===== config.mk =====
export PLATFORM = sky130hd
export DESIGN_NAME = shift_normaliser
export DESIGN_NICKNAME = d
export VERILOG_FILES = /design/src/rtl/shift_normaliser_pkg.sv /design/src/rtl/shift_normaliser_bitrev.sv /design/src/rtl/shift_normaliser.sv
export SDC_FILE = /design/constraint.sdc
export NUM_CORES = 1
export LEC_CHECK = 0
export CORE_AREA = 10 10 110 112
export CTS_BUF_LIST = sky130_fd_sc_hd__clkbuf_4 sky130_fd_sc_hd__clkbuf_8 sky130_fd_sc_hd__clkbuf_16
export DETAILED_ROUTE_END_ITERATION = 8
export DIE_AREA = 0 0 120 122
export PLACE_DENSITY = 0.9
export SLEW_MARGIN = 20
export SYNTH_ARGS = -nofsm -noshare
export SYNTH_HDL_FRONTEND = slang
export SYNTH_HIERARCHICAL = 1
export SYNTH_SLANG_ARGS = --single-unit

===== constraint.sdc =====
create_clock -name CLK -period 3.74 [get_ports CLK]
set_input_delay 1.122 -clock CLK [delete_from_list [all_inputs] [get_ports CLK]]
set_output_delay 1.122 -clock CLK [all_outputs]
set_load 0.01 [all_outputs]

===== src/rtl/shift_normaliser_pkg.sv =====
// Shared types and constants for the iterative leading/trailing-zero normaliser.
package shift_normaliser_pkg;

  localparam int unsigned NORM_STAGES = 5;
  localparam int unsigned NORM_WIDTH  = 32;

  typedef enum logic [1:0] {
    IDLE,
    RUN,
    FINISH
  } shift_norm_state_t;

  // Top-w-bits window tested by binary-search stage s (w = 2^s).
  function automatic logic [NORM_WIDTH-1:0] stage_mask(input logic [2:0] s);
    case (s)
      3'd4:    return 32'hFFFF_0000;
      3'd3:    return 32'hFF00_0000;
      3'd2:    return 32'hF000_0000;
      3'd1:    return 32'hC000_0000;
      default: return 32'h8000_0000;
    endcase
  endfunction

  function automatic logic [4:0] stage_width(input logic [2:0] s);
    return 5'(1 << s);
  endfunction

endpackage


===== src/rtl/shift_normaliser_bitrev.sv =====
// 32-bit combinational bit reversal used around the normaliser core in trailing mode.
module bit_reverse32 (
  input  logic [31:0] a_i,
  output logic [31:0] y_o
);

  always_comb begin
    y_o = '0;
    for (int unsigned i = 0; i < 32; i++) begin
      y_o[i] = a_i[31-i];
    end
  end

endmodule


===== src/rtl/shift_normaliser.sv =====
// Iterative normaliser: one binary-search stage (16,8,4,2,1) per clock, 6-clock latency.
// Optional trailing-zero mode enabled by macro SHIFT_NORMALISER_TRAILING_EN.
module shift_normaliser
  import shift_normaliser_pkg::*;
(
  input  logic                  CLK,
  input  logic                  RST,
  input  logic [NORM_WIDTH-1:0] IN,
  input  logic                  START,
  input  logic                  TRAILING,
  output logic [NORM_WIDTH-1:0] OUT,
  output logic [5:0]            COUNT,
  output logic                  ZERO,
  output logic                  BUSY,
  output logic                  DONE
);

  shift_norm_state_t     state_q, state_d;
  logic [2:0]            stage_q, stage_d;
  logic [NORM_WIDTH-1:0] v_q, v_d;
  logic [4:0]            c_q, c_d;
  logic                  zero_lat_q, zero_lat_d;
  logic                  trail_q, trail_d;
  logic [NORM_WIDTH-1:0] out_q, out_d;
  logic [5:0]            count_q, count_d;
  logic                  zero_q, zero_d;
  logic                  done_q, done_d;

  logic [NORM_WIDTH-1:0] in_eff;
  logic [NORM_WIDTH-1:0] v_fin;
  logic                  trail_eff;

`ifdef SHIFT_NORMALISER_TRAILING_EN
  logic [NORM_WIDTH-1:0] in_rev;
  logic [NORM_WIDTH-1:0] v_rev;

  bit_reverse32 u_rev_in (
    .a_i (IN),
    .y_o (in_rev)
  );

  bit_reverse32 u_rev_out (
    .a_i (v_q),
    .y_o (v_rev)
  );

  assign trail_eff = TRAILING;
  assign in_eff    = TRAILING ? in_rev : IN;
  assign v_fin     = trail_q ? v_rev : v_q;
`else
  logic unused_trailing;

  assign unused_trailing = TRAILING;
  assign trail_eff       = 1'b0;
  assign in_eff          = IN;
  assign v_fin           = v_q;
`endif

  always_ff @(posedge CLK or posedge RST) begin
    if (RST) begin
      state_q    <= IDLE;
      stage_q    <= '0;
      v_q        <= '0;
      c_q        <= '0;
      zero_lat_q <= 1'b0;
      trail_q    <= 1'b0;
      out_q      <= '0;
      count_q    <= '0;
      zero_q     <= 1'b0;
      done_q     <= 1'b0;
    end else begin
      state_q    <= state_d;
      stage_q    <= stage_d;
      v_q        <= v_d;
      c_q        <= c_d;
      zero_lat_q <= zero_lat_d;
      trail_q    <= trail_d;
      out_q      <= out_d;
      count_q    <= count_d;
      zero_q     <= zero_d;
      done_q     <= done_d;
    end
  end

  always_comb begin
    state_d    = state_q;
    stage_d    = stage_q;
    v_d        = v_q;
    c_d        = c_q;
    zero_lat_d = zero_lat_q;
    trail_d    = trail_q;
    out_d      = out_q;
    count_d    = count_q;
    zero_d     = zero_q;
    done_d     = 1'b0;

    case (state_q)
      IDLE: begin
        if (START) begin
          state_d    = RUN;
          stage_d    = 3'(NORM_STAGES - 1);
          v_d        = in_eff;
          c_d        = '0;
          zero_lat_d = (IN == '0);
          trail_d    = trail_eff;
          out_d      = '0;
          count_d    = '0;
          zero_d     = 1'b0;
        end
      end

      RUN: begin
        if ((v_q & stage_mask(stage_q)) == '0) begin
          v_d = v_q << stage_width(stage_q);
          c_d = c_q + stage_width(stage_q);
        end
        if (stage_q == '0) begin
          state_d = FINISH;
        end else begin
          stage_d = stage_q - 3'd1;
        end
      end

      FINISH: begin
        // A zero operand walks every stage to C=31; report 32 and force OUT to 0.
        state_d = IDLE;
        done_d  = 1'b1;
        zero_d  = zero_lat_q;
        count_d = zero_lat_q ? 6'd32 : {1'b0, c_q};
        out_d   = zero_lat_q ? '0 : v_fin;
      end

      default: state_d = IDLE;
    endcase
  end

  assign OUT   = out_q;
  assign COUNT = count_q;
  assign ZERO  = zero_q;
  assign BUSY  = (state_q != IDLE);
  assign DONE  = done_q;

`ifndef SYNTHESIS
  logic [NORM_WIDTH-1:0] in_shadow_q;
  logic                  trail_shadow_q;

  always_ff @(posedge CLK or posedge RST) begin
    if (RST) begin
      in_shadow_q    <= '0;
      trail_shadow_q <= 1'b0;
    end else if (state_q == IDLE && START) begin
      in_shadow_q    <= IN;
      trail_shadow_q <= trail_eff;
    end
  end

  a_start_ignored_when_busy: assert property (
    @(posedge CLK) disable iff (RST) (BUSY && START) |=> $stable(in_shadow_q)
  );

  always_ff @(posedge CLK) begin
    if (!RST && DONE) begin
      if (trail_shadow_q) begin
        assert (OUT == (in_shadow_q >> COUNT));
        assert (ZERO || OUT[0]);
      end else begin
        assert (OUT == (in_shadow_q << COUNT));
        assert (ZERO || OUT[31]);
      end
    end
  end
`endif

endmodule


==> qor.csv <==
stage;metric;value;unit
yosys;Synth Instances;611;
finish;antenna diode count;0;
yosys;#FFs+latches synth;82;
clock_tree;clock sink count;82;
clock_tree;CTS clock-pin slew for the worst setup and hold paths;0.10;ns
detailed_routing;Final ANT Viol Nets;0;
floorplan;core area;10050;sq um
yosys;largest family of logic cells by synthesized area;compound AO/OA/AOI/OAI gates;
timing;worst slew pin tran;0.8555;ns
worst_setup_path;crit-path cells;inv_1 > ha_1 > or4b_2 > o22ai_1 > a211oi_1 > o311a_1 > a2111oi_0 > o21ai_0;
timing;final period utilization;0.8867;
yosys;Compound-Gate Fraction of Synth Area;0.2818;
worst_setup_path;slowest CP cell;or4b_2;
yosys;Simple-Gate Fraction of Synth Area;0.1592;
worst_setup_path;Crit Path Category;reg2reg;
run;max-cap viol count;0;
power;Clock power frac;0.096;
yosys;Main synth FF type;dfrtp_1;
power;pwr/cell area;1032;nW/um^2
floorplan;Initial Utilization;0.5414;
power;LEAKAGE;2.744;nW
placement;I/O Buffers;75;
clock_tree;# hold bufs at CTS;0;
power;combinational power share;0.627;
worst_setup_path;worst path bufs/invs;1;
yosys;Seq/Total Area, Yosys;0.3773;
detailed_routing;DRT iter0 DRCs;767;
worst_setup_path;Largest stage delay, worst path;0.84;ns
timing;final setup margin;0.4239;ns
yosys;number of flops mapped to enable cells by yosys;0;
worst_setup_path;crit start category;flip-flop;
yosys;Yosys warning total;6;
clock_tree;post_cts resized;0;
yosys;cell area after synthesis;5439;sq um
power;VDD IR max;0.4963;mV
finish;Fill cells;840;
timing;Slew Viols, Final;0;
global_route;initial antenna violation count;0;
yosys;Mapped Nets;656;
finish;area grow syn2layout;21.12;%
clock_tree;root buffer cell;clkbuf_8;
floorplan;Die H;122;microns
placement;Inst Count DP;794;
global_route;vias in the first global route;5560;
clock_tree;TritonCTS clock tree;yes;
clock_tree;clk buf depth;2;
floorplan;FP Rows;37;
clock_tree;# Post-CTS Setup Buffers;0;
timing;setup TNS;0;ns
timing;min Tclk post-route;3.316;ns
outcome;outcome;finished, final reports clean;
detailed_routing;via-per-instance ratio;7.080;
power;Sw Share;0.5149;
yosys;mux contribution to synthesized area;0.09961;
floorplan;die area;14640;sq um
yosys;XOR/XNOR Fraction of Synth Area;0.004831;
clock_tree;CTS H-Tree Depth;3;
placement;DPL Wire Length;15480;microns
finish;share of layout cells above drive strength 1;0.1113;
detailed_routing;TritonRoute pass-1 iters;7;
worst_setup_path;CP arrival;3.56;ns
clock_tree;number of CTS-inserted buffers;9;
finish;fin nets;714;
timing;Clock Skew;0.01238;ns
timing;Slew headroom;0.4297;
global_route;first-pass GRT wire length;32640;microns
placement;Setup WS pre-CTS;0.6387;ns
global_route;gr ovfl total;0;
global_route;GRT Util Overall;0.2857;
timing;hold slack final;0.4900;ns
timing;# setup viols final;0;
clock_tree;clk_lat worst skew;0.39;ns
yosys;Async SR Flop Fraction;1.000;
yosys;Synth Area in Adders;0.02392;
yosys;area leader, netlist;dfrtp_1;
power;Psw;3.500;mW
finish;most common cell after layout, fill and taps aside;dfrtp_1;
global_route;largest net degree at the start of global routing;57;
floorplan;die width;120;microns
timing;achievable frequency;301.6;MHz
worst_setup_path;Top delay family on crit path;compound AO/OA/AOI/OAI gates;
detailed_routing;wirelength, routed;21450;microns
finish;Post-Layout Cell Count;810;
yosys;post-synth top area share;0.3773;
worst_setup_path;CP Max Fanout;13;
finish;most frequent cells in the layout;82 x dfrtp_1, 75 x clkdlybuf4s50_1, 57 x nor2_1;
power;sequential share of power;0.278;
power;Pint;3.298;mW
timing;Hold Fails Final Rpt;0;
timing;RSZ-0062 raised after global routing;no;
floorplan;# IOs;77;
hold_path;Tightest Hold Check Type;reg2reg;
placement;GP Congestion;1.008;
detailed_routing;DRC viols;0;
yosys;synth unique cells;66;
detailed_routing;WL/cell;26.49;microns
yosys;Syn Area/Cell;8.902;sq um
worst_setup_path;Worst Path Required;3.98;ns
worst_setup_path;crit end category;flip-flop;
yosys;synth top area cells;dfrtp_1 38%, a22o_1 6.1%, mux2i_1 4.8%, a21oi_1 4.0%, nor2_1 4.0%;
detailed_routing;routed vias;5735;
## synthesized netlist by cell type, drive strengths merged (2+ instances only)
| cell | instances |
|---|---|
| a31oi | 11 |
| a21oi | 44 |
| o2bb2ai | 4 |
| a2bb2oi | 2 |
| xnor2 | 3 |
| o311a | 2 |
| a22oi | 10 |
| mux2 | 13 |
| o221ai | 4 |
| mux2i | 26 |
| or3 | 4 |
| nand2 | 54 |
| ha | 8 |
| inv | 11 |
| nand4 | 2 |
| a222oi | 2 |
| a32o | 2 |
| clkinv | 2 |
| o31ai | 3 |
| a221o | 2 |
| o22ai | 18 |
| mux4 | 6 |
| buf | 20 |
| dfrtp | 82 |
| a2111oi | 3 |
| clkbuf | 38 |
| o211ai | 7 |
| nor3b | 3 |
| a22o | 38 |
| or3b | 2 |
| and2 | 6 |
| a211oi | 5 |
| and3 | 3 |
| a221oi | 10 |
| nor3 | 9 |
| o21ai | 34 |
| a211o | 3 |
| nor4 | 14 |
| nand3 | 11 |
| nor2 | 58 |
| nor2b | 5 |
| nand2b | 6 |
| and3b | 2 |
## per-layer routing
metal  routed length, microns  global-route usage  vias to the layer above
li1                         -                   -                     2431
met2                    10160              0.4728                      424
met5                        0                   0                        -
met3                     2133             0.04487                       61
met4                      741              0.1305                        0
met1                     8417              0.3620                     2819
## power by group through the flow
| stage | Combinational, mW | Sequential [mW] | Clock, mW |
|---|---|---|---|
| floorplan | 2.77 | 1.61 | 0 |
| global placement | 4.06 | 1.85 | 0 |
| detailed placement | 4.14 | 1.86 | 0 |
| CTS | 4.16 | 1.85 | 0.646 |
| global route | 4.52 | 1.92 | 0.675 |
| finish | 4.26 | 1.89 | 0.650 |
## final timing paths
path	cells past startpoint	slack, ns	from	to
max in group asynchronous	3	1.97	RST	OUT[8]
max	8	0.42	stage_q[1]	v_fin[20]
min in group asynchronous	2	1.08	RST	OUT[23]
min	1	0.49	c_q[4]	c_q[4]
min reg2reg	1	0.49	c_q[4]	c_q[4]
max reg2reg	8	0.42	stage_q[1]	v_fin[20]
## registers in the layout, summed over array words and instances, names as in the netlist
register    flops
COUNT           6
DONE            1
OUT            32
c_q             5
stage_q         3
state_q         2
v_fin          32
zero_lat_q      1
## cells by family after synthesis
family / Yosys count
AOI/OAI and AO/OA: 217
xor gates and xnor gates: 3
adders and majority gates: 10
buffers and inverters: 71
DFF: 82
muxes: 45
and+or+nand+nor: 183
## final cells by class
| cell class | count | area (sq um) | share of cell area |
|---|---|---|---|
| multi-input combinational | 458 | 3104 | 0.4712 |
| inverter | 13 | 50.05 | 0.007597 |
| clock buffer | 9 | 123.9 | 0.01880 |
| timing repair buffer | 105 | 1026 | 0.1557 |
| tap | 136 | 170.2 | 0.02583 |
| sequential | 82 | 2052 | 0.3115 |
| clock inverter | 7 | 61.31 | 0.009307 |
## metrics by stage
step | util | area, sq um | total power [mW]
2_1_floorplan | - | 5439 | 4.384
3_3_place_gp | 0.6373 | 6402 | 5.910
3_5_place_dp | 0.6373 | 6402 | 5.993
4_1_cts | 0.6557 | 6588 | 6.651
5_1_grt | 0.6557 | 6588 | 7.110
6_report | 0.6557 | 6588 | 6.798
Note: power is estimated with default switching activity, not from simulation.
